===== config.mk =====
export PLATFORM = sky130hd
export DESIGN_NAME = sram_arb_ctrl
export DESIGN_NICKNAME = d
export VERILOG_FILES = /design/src/rtl/sram_arb_pkg.sv /design/src/rtl/sram_arb_sel.sv /design/src/rtl/sram_arb_ctrl.sv
export SDC_FILE = /design/constraint.sdc
export NUM_CORES = 1
export LEC_CHECK = 0
export ABC_AREA = 1
export BUFFER_PORTS_ARGS = -buffer_cell sky130_fd_sc_hd__buf_2
export CAP_MARGIN = 15
export CORE_UTILIZATION = 46
export DETAILED_ROUTE_END_ITERATION = 10
export GPL_ROUTABILITY_DRIVEN = 1
export PLACE_DENSITY_LB_ADDON = 0.08
export SLEW_MARGIN = 20
export SYNTH_ARGS = -nofsm -noshare
export SYNTH_HDL_FRONTEND = slang
export SYNTH_SLANG_ARGS = --single-unit

===== constraint.sdc =====
create_clock -name clk -period 1.83 [get_ports clk]
set_clock_uncertainty 0.05 [all_clocks]
set_input_delay 0.366 -clock clk [delete_from_list [all_inputs] [get_ports clk]]
set_output_delay 0.366 -clock clk [all_outputs]
set_load 0.05 [all_outputs]

===== src/rtl/sram_arb_pkg.sv =====
// sram_arb_pkg
//   Shared definitions for the two-port SRAM arbiter/controller:
//   bus widths, port count and the transfer FSM state encoding.
package sram_arb_pkg;

  localparam int unsigned ADDR_W = 19;
  localparam int unsigned DATA_W = 8;
  localparam int unsigned NPORTS = 2;

  typedef enum logic [1:0] {
    ST_IDLE   = 2'd0,
    ST_SETUP  = 2'd1,
    ST_ACCESS = 2'd2,
    ST_HOLD   = 2'd3
  } state_t;

endpackage


===== src/rtl/sram_arb_sel.sv =====
// sram_arb_sel
//   Two-way request arbiter for sram_arb_ctrl. Produces a combinational grant
//   from the current request vector and remembers which port owns the
//   transfer in progress.
//   Build option: SRAM_ARB_ROUND_ROBIN_EN defined -> on simultaneous requests
//   the port not granted most recently wins (p0 first after reset);
//   undefined -> fixed priority, p0 wins.
// Ports:
//   clk, rst  : clock, synchronous active-high reset
//   req[1:0]  : request vector {p1, p0}
//   take      : controller accepts the current grant this cycle
//   gnt_any   : at least one port is requesting
//   gnt_idx   : index of the port that would be granted (0 = p0, 1 = p1)
//   owner     : index of the port granted at the most recent take
module sram_arb_sel
  import sram_arb_pkg::*;
(
  input  logic              clk,
  input  logic              rst,
  input  logic [NPORTS-1:0] req,
  input  logic              take,
  output logic              gnt_any,
  output logic              gnt_idx,
  output logic              owner
);

`ifdef SRAM_ARB_ROUND_ROBIN_EN
  // ptr names the preferred port for the next collision
  logic ptr;

  always_comb begin
    gnt_any = |req;
    if (req[0] && req[1]) gnt_idx = ptr;
    else                  gnt_idx = req[1] & ~req[0];
  end

  always_ff @(posedge clk) begin
    if (rst)       ptr <= 1'b0;
    else if (take) ptr <= ~gnt_idx;
  end
`else
  always_comb begin
    gnt_any = |req;
    gnt_idx = req[1] & ~req[0];
  end
`endif

  always_ff @(posedge clk) begin
    if (rst)       owner <= 1'b0;
    else if (take) owner <= gnt_idx;
  end

endmodule


===== src/rtl/sram_arb_ctrl.sv =====
// sram_arb_ctrl
//   Arbitrates two requesters onto one asynchronous SRAM. Each transfer runs
//   IDLE -> SETUP -> ACCESS (WAIT_STATES cycles) -> HOLD -> IDLE; the granted
//   port gets a one-cycle ack in HOLD. All SRAM-side outputs are registered.
//   Build option: SRAM_ARB_ROUND_ROBIN_EN (see sram_arb_sel).
// Parameters:
//   WAIT_STATES : ACCESS cycles per transfer, 1..15
// Ports:
//   clk, rst                 : clock, synchronous active-high reset
//   pN_req / pN_rnw          : level request, 1=read 0=write (N = 0, 1)
//   pN_addr / pN_wdata       : byte address, write data
//   pN_ack / pN_rdata        : completion pulse, read data (held)
//   sram_addr, sram_data_o   : address and write data to SRAM
//   sram_data_oe             : enable for the bidirectional data driver
//   sram_data_i              : read data from SRAM
//   sram_ceb, sram_oeb       : active-low chip / output enable
//   sram_rnw                 : 1=read, 0=write (write strobe)
module sram_arb_ctrl
  import sram_arb_pkg::*;
#(
  parameter int unsigned WAIT_STATES = 1
) (
  input  logic              clk,
  input  logic              rst,
  input  logic              p0_req,
  input  logic              p0_rnw,
  input  logic [ADDR_W-1:0] p0_addr,
  input  logic [DATA_W-1:0] p0_wdata,
  output logic              p0_ack,
  output logic [DATA_W-1:0] p0_rdata,
  input  logic              p1_req,
  input  logic              p1_rnw,
  input  logic [ADDR_W-1:0] p1_addr,
  input  logic [DATA_W-1:0] p1_wdata,
  output logic              p1_ack,
  output logic [DATA_W-1:0] p1_rdata,
  output logic [ADDR_W-1:0] sram_addr,
  output logic [DATA_W-1:0] sram_data_o,
  output logic              sram_data_oe,
  input  logic [DATA_W-1:0] sram_data_i,
  output logic              sram_ceb,
  output logic              sram_oeb,
  output logic              sram_rnw
);

  state_t              state, state_d;
  logic [3:0]          wcnt;
  logic                last_wait;

  logic                gnt_any, gnt_idx, owner, take;

  logic                lrnw;
  logic [ADDR_W-1:0]   laddr;
  logic [DATA_W-1:0]   lwdata;

  logic                sel_rnw, cur_rnw, cur_port;
  logic [ADDR_W-1:0]   sel_addr, cur_addr;
  logic [DATA_W-1:0]   sel_wdata, cur_wdata;

  logic                ceb_d, oeb_d, rnw_d, oe_d, ack0_d, ack1_d;
  logic [ADDR_W-1:0]   addr_d;
  logic [DATA_W-1:0]   do_d;

  assign take = (state == ST_IDLE) && gnt_any;

  sram_arb_sel u_sel (
    .clk     (clk),
    .rst     (rst),
    .req     ({p1_req, p0_req}),
    .take    (take),
    .gnt_any (gnt_any),
    .gnt_idx (gnt_idx),
    .owner   (owner)
  );

  // In IDLE the transfer attributes come straight from the winning port so
  // the SETUP outputs can be registered on the grant edge; afterwards the
  // latched copies are used and requester changes are ignored.
  always_comb begin
    sel_rnw   = gnt_idx ? p1_rnw   : p0_rnw;
    sel_addr  = gnt_idx ? p1_addr  : p0_addr;
    sel_wdata = gnt_idx ? p1_wdata : p0_wdata;
    if (state == ST_IDLE) begin
      cur_rnw   = sel_rnw;
      cur_addr  = sel_addr;
      cur_wdata = sel_wdata;
      cur_port  = gnt_idx;
    end else begin
      cur_rnw   = lrnw;
      cur_addr  = laddr;
      cur_wdata = lwdata;
      cur_port  = owner;
    end
  end

  assign last_wait = (wcnt == 4'(WAIT_STATES - 1));

  // state register
  always_ff @(posedge clk) begin
    if (rst) state <= ST_IDLE;
    else     state <= state_d;
  end

  // next-state logic
  always_comb begin
    state_d = state;
    case (state)
      ST_IDLE:   if (gnt_any)   state_d = ST_SETUP;
      ST_SETUP:                 state_d = ST_ACCESS;
      ST_ACCESS: if (last_wait) state_d = ST_HOLD;
      ST_HOLD:                  state_d = ST_IDLE;
      default:                  state_d = ST_IDLE;
    endcase
  end

  // Output logic is decoded from the next state so that the registered SRAM
  // pins carry the values belonging to the state being entered.
  always_comb begin
    ceb_d  = 1'b1;
    oeb_d  = 1'b1;
    rnw_d  = 1'b1;
    oe_d   = 1'b0;
    ack0_d = 1'b0;
    ack1_d = 1'b0;
    addr_d = sram_addr;
    do_d   = sram_data_o;
    case (state_d)
      ST_SETUP: begin
        ceb_d  = 1'b0;
        oeb_d  = ~cur_rnw;
        oe_d   = ~cur_rnw;
        addr_d = cur_addr;
        do_d   = cur_wdata;
      end
      ST_ACCESS: begin
        ceb_d = 1'b0;
        oeb_d = ~cur_rnw;
        rnw_d = cur_rnw;
        oe_d  = ~cur_rnw;
      end
      ST_HOLD: begin
        // rnw returns high here: the write commits on that rising edge while
        // address and data are still driven
        ceb_d  = 1'b0;
        oe_d   = ~cur_rnw;
        ack0_d = ~cur_port;
        ack1_d = cur_port;
      end
      default: ;
    endcase
  end

  always_ff @(posedge clk) begin
    if (rst) begin
      sram_ceb     <= 1'b1;
      sram_oeb     <= 1'b1;
      sram_rnw     <= 1'b1;
      sram_data_oe <= 1'b0;
      sram_addr    <= '0;
      sram_data_o  <= '0;
      p0_ack       <= 1'b0;
      p1_ack       <= 1'b0;
      p0_rdata     <= '0;
      p1_rdata     <= '0;
      wcnt         <= '0;
      lrnw         <= 1'b1;
      laddr        <= '0;
      lwdata       <= '0;
    end else begin
      sram_ceb     <= ceb_d;
      sram_oeb     <= oeb_d;
      sram_rnw     <= rnw_d;
      sram_data_oe <= oe_d;
      sram_addr    <= addr_d;
      sram_data_o  <= do_d;
      p0_ack       <= ack0_d;
      p1_ack       <= ack1_d;

      if (take) begin
        lrnw   <= sel_rnw;
        laddr  <= sel_addr;
        lwdata <= sel_wdata;
      end

      if (state == ST_SETUP)       wcnt <= '0;
      else if (state == ST_ACCESS) wcnt <= wcnt + 4'd1;

      // capture on the edge leaving the last ACCESS cycle
      if (state == ST_ACCESS && state_d == ST_HOLD && cur_rnw) begin
        if (cur_port) p1_rdata <= sram_data_i;
        else          p0_rdata <= sram_data_i;
      end
    end
  end

endmodule


-- Word-level counts from Yosys, hierarchy flattened
Cells that the tools add are included.
- register bits: 84
- word-level logic and storage cells: 57
- equality and inequality tests: 6
- multiplexer cells: 11
- $add $sub $neg: 1
- bitwise logic cells: 8
- reductions and logical operators: 15
- operators with widths (cell ; count):
    19-bit 2-to-1 mux ; 2
    8-bit 2-to-1 mux ; 2
    2-bit OR reduction ; 7
    2-bit equality test (second input constant) ; 4
    2-bit case mux with 4 select lines ; 1
    1-bit inverter ; 7
    4-bit by 1-bit adder with 4-bit output (second input constant) ; 1
    2-bit by 1-bit equality test with 1-bit output (second input constant) ; 2
    4-bit zero test ; 1
    1-bit 2-to-1 mux ; 4
    2-bit 2-to-1 mux ; 2
    2-bit AND reduction ; 2
    1-bit logical AND ; 3
    3-bit OR reduction ; 1
    2-bit zero test ; 1
    1-bit bitwise AND ; 1

-- Logic depth before layout (Yosys ltp)
Gate-level depths: netlist (run 1).
- word-level depth: 7
- depth in mapped cells: 14
- depth with buffers taken out: 13

-- Modules after synthesis
Synthesis (run 1) repeated with hierarchy kept, for this count alone.
- cell total of the unflattened synthesis: 512
- area total of the unflattened synthesis: 3892.5 µm²
- modules (own cells, without submodules) (module ; cells each ; sequential area each (µm²) ; times used ; area an instance (µm²)):
    sram_arb_ctrl ; 503 ; 1661.6 ; 1 ; 3837.4
    sram_arb_sel ; 9 ; 20.0 ; 1 ; 55.1

-- Worst setup path after synthesis (run 1)
No wires, ideal clock.
- kind: reg-to-reg
- start: register state[0]
- end: register sram_addr[17]
- path slack: 123 ps
- stages on the path, launching flop included: 14
- period minus slack after synthesis: 1707 ps
- arrival time: 1543 ps
- library setup time: 114 ps
- path buffers: 1
- cell sequence: dfxtp_1 inv_1 ha_1 nor2_1 nand2_1 nand2_1 nand2_2 nand2_2 inv_2 nor2_4 buf_6 nand2_1 nand2_1 nor2_1
- cells in the longest elaborated chain, start to end: 3
- elaborated cells on any way between the ends: 9
- ends and longest elaborated chain (what ; line ; text):
    from (decl) ; sram_arb_ctrl.sv:46 ; state_t state, state_d;
    from (signal assigned) ; sram_arb_ctrl.sv:101 ; else state <= state_d;
    2-bit equality test, or another cell as far along ; sram_arb_ctrl.sv:107 ; case (state)
    2-bit case mux with 4 select lines ; sram_arb_ctrl.sv:107 ;
    2-bit by 1-bit equality test with 1-bit output ; sram_arb_ctrl.sv:127 ; case (state_d)
    to (signal assigned) ; sram_arb_ctrl.sv:174 ; sram_addr <= addr_d;
    to (decl) ; sram_arb_ctrl.sv:37 ; output logic [ADDR_W-1:0] sram_addr,
Parallel ways exist; a longest one is shown, timed or not.
A chain may end at the register's enable or synchronous reset.

-- Worst setup path in the final report (run 1)
- start: register state[0]
- end: register sram_data_o[6]
- cells in the longest elaborated chain, start to end: 3
- elaborated cells on any way between the ends: 9
- ends and longest elaborated chain (what ; line ; text):
    2-bit equality test, or another cell as far along ; sram_arb_ctrl.sv:107 ;
    2-bit case mux with 4 select lines ; sram_arb_ctrl.sv:107 ;
    2-bit by 1-bit equality test with 1-bit output ; sram_arb_ctrl.sv:127 ;
    to (signal assigned) ; sram_arb_ctrl.sv:175 ; sram_data_o <= do_d;
    to (decl) ; sram_arb_ctrl.sv:38 ; output logic [DATA_W-1:0] sram_data_o,
Parallel ways exist; a longest one is shown, timed or not.

==> impl_summary.txt, run 1 <==
----------------------------------------------------
[Outcome]
  Status ... completed

[Timing]
  Least setup slack across all paths after layout ... 0.107 ns
  Transition time at the pin with the least slew margin ... 0.314 ns
  Number of hold violations in the final report ... 0
  Count of final setup violators ... 0
  Tcrit/Tclk final ... 0.941
  Slew Viols, Final ... 0
  Max-Slew Margin vs Limit ... 0.791
  Peak Freq ... 0.580 GHz
  Min cycle time layout ... 1.72 ns

[Clock tree]
  Root buf cell ... clkbuf_8
  CTS tree ... done
  TritonCTS Buffers ... 9
  Total number of H-tree levels ... 3
  Clock transition at path regs ... 0.09 ns
  Clock tree sinks ... 84
  Clock latency on the worst-skew pair ... 0.35 ns
  Hold Buf Count CTS ... 0
  Max Buffers Root-to-Sink ... 2

[Setup path]
  Sort of element at the end of the critical path ... flop
  Setup slack of the most critical reg-to-reg path ... 0.11 ns
  Nature of the critical path startpoint ... flop
  Crit path DAT ... 1.93 ns
  Critical path start-end classification ... reg2reg
  Worst Path Max Fanout ... 13
  CP required ... 2.04 ns

[GRT]
  Number of antenna violations at the first check in global routing ... 0
  First-pass GRT wire length ... 16000 um
  Pin count of the biggest net entering global routing ... 73
  Combined global-route utilization of all metal layers ... 0.229
  Remaining global-route overflow ... 0
  Number of global-route vias before repair ... 3573

[Logic synthesis]
  Number of warnings printed during yosys synthesis ... 0
  Post-Syn Area per Cell ... 7.13 um^2
  Count of flip-flops with a built-in enable after synthesis ... 0
  Number of distinct library cell variants in the gate-level netlist after synthesis ... 26
  Total nets after synthesis ... 606
  Main area contributors after synthesis ... dfxtp_1, nand2_1, a21oi_1, nor2_1, a31oi_1
  Count of state elements after synthesis ... 84
  Post-synthesis instance area ... 3800 um^2
  FFs w/ async S/R, synth ... 0
  Sequential cell area fraction in the yosys report ... 0.442
  Library cell with the largest summed area after synthesis ... dfxtp_1
  Post-synth top flop ... dfxtp_1
  Top cells by count, synth ... nand2_1, dfxtp_1, nor2_1
  Top-count cell post-synth ... nand2_1
  Post-Synthesis Cells ... 533
  Area share of the largest cell type after synthesis ... 0.442

[Layout]
  FF+latch area ... 1690 um^2
  Nets ... 722
  Layout area overhead ... 30.1%
  Filler cell count in the final layout ... 757
  Non-filler instance count after layout ... 756
  Antenna fix cells ... 0
  Layout cells sized above 1 ... 0.281
  Multi-input gate area ... 1840 um^2

[Floorplanning]
  Starting density of the core ... 0.484
  Std-Cell Rows ... 32
  Die height ... 92.9 um
  Core outline area ... 7850 um^2
  Die area ... 8630 um^2
  Die boundary width ... 92.9 um
  Ports ... 117

[Place]
  DP Worst Slack ... 0.0848 ns
  Post-detail-place hpwl ... 6260 um
  RD Place Congestion ... 0.795
  Count of input and output buffers ... 116
  # placed instances ... 731

[Routing]
  WL/cell ... 13.3 um
  Number of detailed-routing iterations run before antenna repair ... 5
  Residual DRC ... 0
  Iteration-0 DRC count of the detailed router ... 167
  Post-detailed-routing wire length ... 10100 um
  Antenna Nets Post-Route ... 0
  Number of vias per cell after detailed routing ... 5.17
  Vias ... 3906

[Job]
  Maximum Capacitance Violations ... 0

[Hold path]
  HP Class ... in2reg

[Pwr]
  Total Power ... 9.12 mW
  Worst vdd rail ir drop ... 0.974 mV
  Cell Pwr Density ... 1840 nW/um^2
  Lkg Pwr ... 2.37 nW

----------------------------------------------------
repair_timing:
| action | 4_1_cts | 5_1_grt |
|---|---|---|
| gates resized for setup | 0 | 10 |
| buffers inserted | 0 | 5 |
| endpoints found under the setup margin | 0 | 43 |
worst max-delay path, cell delays in order (launching register included):
cell and delay [ns]:
dfxtp_2 0.34, inv_2 0.05, ha_2 0.18, nor2_1 0.08, nand2_1 0.06, nand2_1 0.07
nand2_2 0.07, nand2_2 0.08, inv_2 0.06, nor2_4 0.12, buf_12 0.15, clkbuf_16 0.17
nand2_1 0.05, nand2_1 0.05, nor2_1 0.04
metrics by stage:
step	setup TNS (ns)	hold WS [ns]	instance area, um^2	util
2_1_floorplan	0	0.395	3800	-
3_3_place_gp	0	0.405	4500	0.573
3_5_place_dp	0	0.418	4500	0.573
4_1_cts	0	0.215	4760	0.607
5_1_grt	-0.0254	0.228	4940	0.630
6_report	0	0.225	4940	0.630
per-layer routing:
layer	GRT usage	share of wire	vias up
met5	0	0	-
met4	0.0795	0.014	0
met3	0.0411	0.055	13
met2	0.390	0.48	128
met1	0.289	0.45	1764
li1	-	-	2001
area by class of cell:
class / instances / share of cell area
inverter: 24 / 0.0187
clock inverter: 6 / 0.0276
sequential: 84 / 0.341
multi-input combinational: 390 / 0.373
clock buffer: 10 / 0.0258
tap: 102 / 0.0258
timing repair buffer: 140 / 0.188
cell families after synthesis:
| group | count (synthesis) | synth area share |
|---|---|---|
| simple gates | 253 | 0.277 |
| buf+inv | 59 | 0.0790 |
| compound gates | 132 | 0.185 |
| flops | 84 | 0.442 |
| fa+ha+maj | 5 | 0.0165 |
final timing paths:
path | start | cells past startpoint | endpoint
max | state[0] | 14 | sram_data_o[6]
min | rst | 2 | p0_ack
max reg2reg | state[0] | 14 | sram_data_o[6]
min reg2reg | sram_data_o[1] | 2 | sram_data_o[1]
power breakdown:
part	internal, mW	switching (mW)
clock	1.05	0.685
sequential	2.40	0.263
combinational	1.57	3.15
sequential cells by signal (all words and copies together), names as in the netlist, 2 cells and up:
register     count
laddr           19
sram_addr       19
lwdata           8
p0_rdata         8
p1_rdata         8
sram_data_o      8
wcnt             4
state            2
cells in the final DEF (no fill, tap or decap), types with 9 or more instances in the layout:
cell and instances:
a21oi_1 73, a31oi_1 28, buf_2 116, buf_4 12
clkbuf_8 9, dfxtp_1 80, inv_1 15, nand2_1 135
nand4_1 17, nor2_1 80, o21ai_0 29
Note: power is estimated with default switching activity, not from simulation.
==> run 2: changes to the inputs <==
CORE_UTILIZATION = 51   (was 46)
clock period = 1.78 ns   (was 1.83 ns; I/O delays follow)
==> impl_summary.txt, run 2 (synthesized netlist as in run 1, its figures left out) <==
----------------------------------------------------
[Outcome]
  Status ... finished with violations
  Violations in the final reports ... DRC

[Clock tree]
  Clock transition at path regs ... 0.08 ns
  TritonCTS Buffers ... 9
  Clock latency on the worst-skew pair ... 0.34 ns
  Max Buffers Root-to-Sink ... 2
  Total number of H-tree levels ... 3
  Root buf cell ... clkbuf_8
  CTS tree ... done
  Hold Buf Count CTS ... 0
  Clock tree sinks ... 84

[Layout]
  Final core utilization ... 0.693
  Layout cells sized above 1 ... 0.314
  Regs by FF count ... laddr x19, sram_addr x19
  Layout area overhead ... 31.5%
  Antenna fix cells ... 0
  Post-route cell area ... 5000 um^2
  Most common cell after layout, fill and taps aside ... nand2_1
  Non-filler instance count after layout ... 756
  Most frequent cells in the layout ... nand2_1, buf_2, dfxtp_1
  Nets ... 726

[Pwr]
  Worst vdd rail ir drop ... 0.934 mV
  Total Power ... 9.28 mW
  Lkg Pwr ... 2.39 nW
  Cell Pwr Density ... 1860 nW/um^2

[Routing]
  Vias ... 3901
  Number of detailed-routing iterations run before antenna repair ... 7
  Iteration-0 DRC count of the detailed router ... 187
  Number of vias per cell after detailed routing ... 5.16
  Antenna Nets Post-Route ... 0
  Residual DRC ... 2
  Post-detailed-routing wire length ... 9870 um
  WL/cell ... 13.0 um

[Floorplanning]
  Std-Cell Rows ... 31
  Ports ... 117
  Die boundary width ... 88.3 um
  Die area ... 7800 um^2
  Core outline area ... 7210 um^2
  Starting density of the core ... 0.527
  Die height ... 88.3 um

[Timing]
  Max-Slew Margin vs Limit ... 0.805
  Post-route worst hold slack ... 0.235 ns
  Accumulated negative setup slack ... 0 ns
  Min cycle time layout ... 1.76 ns
  Slew Viols, Final ... 0
  Unrepaired setup endpoints after global routing ... true
  Tcrit/Tclk final ... 0.990
  Transition time at the pin with the least slew margin ... 0.292 ns
  Number of hold violations in the final report ... 0
  Peak Freq ... 0.568 GHz
  Least setup slack across all paths after layout ... 0.0181 ns
  Count of final setup violators ... 0

[GRT]
  Remaining global-route overflow ... 0
  First-pass GRT wire length ... 14500 um
  Number of antenna violations at the first check in global routing ... 0
  Pin count of the biggest net entering global routing ... 73
  Combined global-route utilization of all metal layers ... 0.234
  Number of global-route vias before repair ... 3409

[Setup path]
  Slowest-stage cell, CP ... dfxtp_2
  Cell Chain, Critical Path ... inv_2, ha_4, inv_2, nor2_2, nand2_1, nand2_1, nand2_2, nand2_2, inv_2, nor2_4, buf_12, clkbuf_16, nand2_2, nand2_1, nor2_1
  Cell family with most CP delay ... simple AND/OR/NAND/NOR gates
  Crit path DAT ... 1.95 ns
  Worst Path Max Fanout ... 7
  Critical path start-end classification ... reg2reg
  Max incr delay on CP ... 0.34 ns
  Nature of the critical path startpoint ... flop
  Worst path bufs/invs ... 5
  Sort of element at the end of the critical path ... flop
  CP required ... 1.97 ns

[Place]
  DP Worst Slack ... 0.0722 ns
  # placed instances ... 730
  Post-detail-place hpwl ... 6110 um
  RD Place Congestion ... 0.829
  Count of input and output buffers ... 116
  Cell area after placement ... 4530 um^2

[Hold path]
  HP Class ... in2reg

[Job]
  Maximum Capacitance Violations ... 0

----------------------------------------------------
-- run 2: worst register-to-register path: cells and delay by family (launching register included) --
family	cells	cell delay [ns]
and+or+nand+nor	9	0.62
adders and majority gates	1	0.13
DFF	1	0.34
buffers and inverters	5	0.50
-- run 2: timing repair --
action                                  4_1_cts  5_1_grt
endpoints found under the setup margin        0       43
setup buffers                                 0        6
endpoints found under the hold margin         0        0
gates resized for setup                       0       31
-- run 2: final timing paths --
check	slack (ns)	cells past startpoint	end	from
worst max-delay path	0.02	15	sram_data_o[2]	wcnt[1]
worst min-delay path	0.23	2	state[0]	rst
worst max register to register	0.02	15	sram_data_o[2]	wcnt[1]
worst min register to register	0.42	2	sram_addr[15]	sram_addr[15]
-- run 2: area by class of cell --
class | count | area, um^2
clock buffer | 10 | 128
clock inverter | 5 | 77.6
fill | 658 | 2220
inverter | 24 | 92.6
multi-input combinational | 390 | 1900
sequential | 84 | 1690
tap | 99 | 124
timing repair buffer | 144 | 990
-- run 2: metal layers --
metal  routed length [um]  track usage  up-vias
met5                    0            0        -
met4                  184        0.104        0
met1                 4560        0.294     1747
met2                 4670        0.400      126
met3                  451       0.0354       18
li1                     -            -     2010
-- run 2: power by group --
group | switching (mW) | leakage (nW) | internal, mW | total [mW]
registers | 0.280 | 0.693 | 2.47 | 2.75
clock network | 0.657 | 0.102 | 0.779 | 1.44
logic | 3.35 | 1.59 | 1.75 | 5.10
total | 4.29 | 2.39 | 4.99 | 9.28
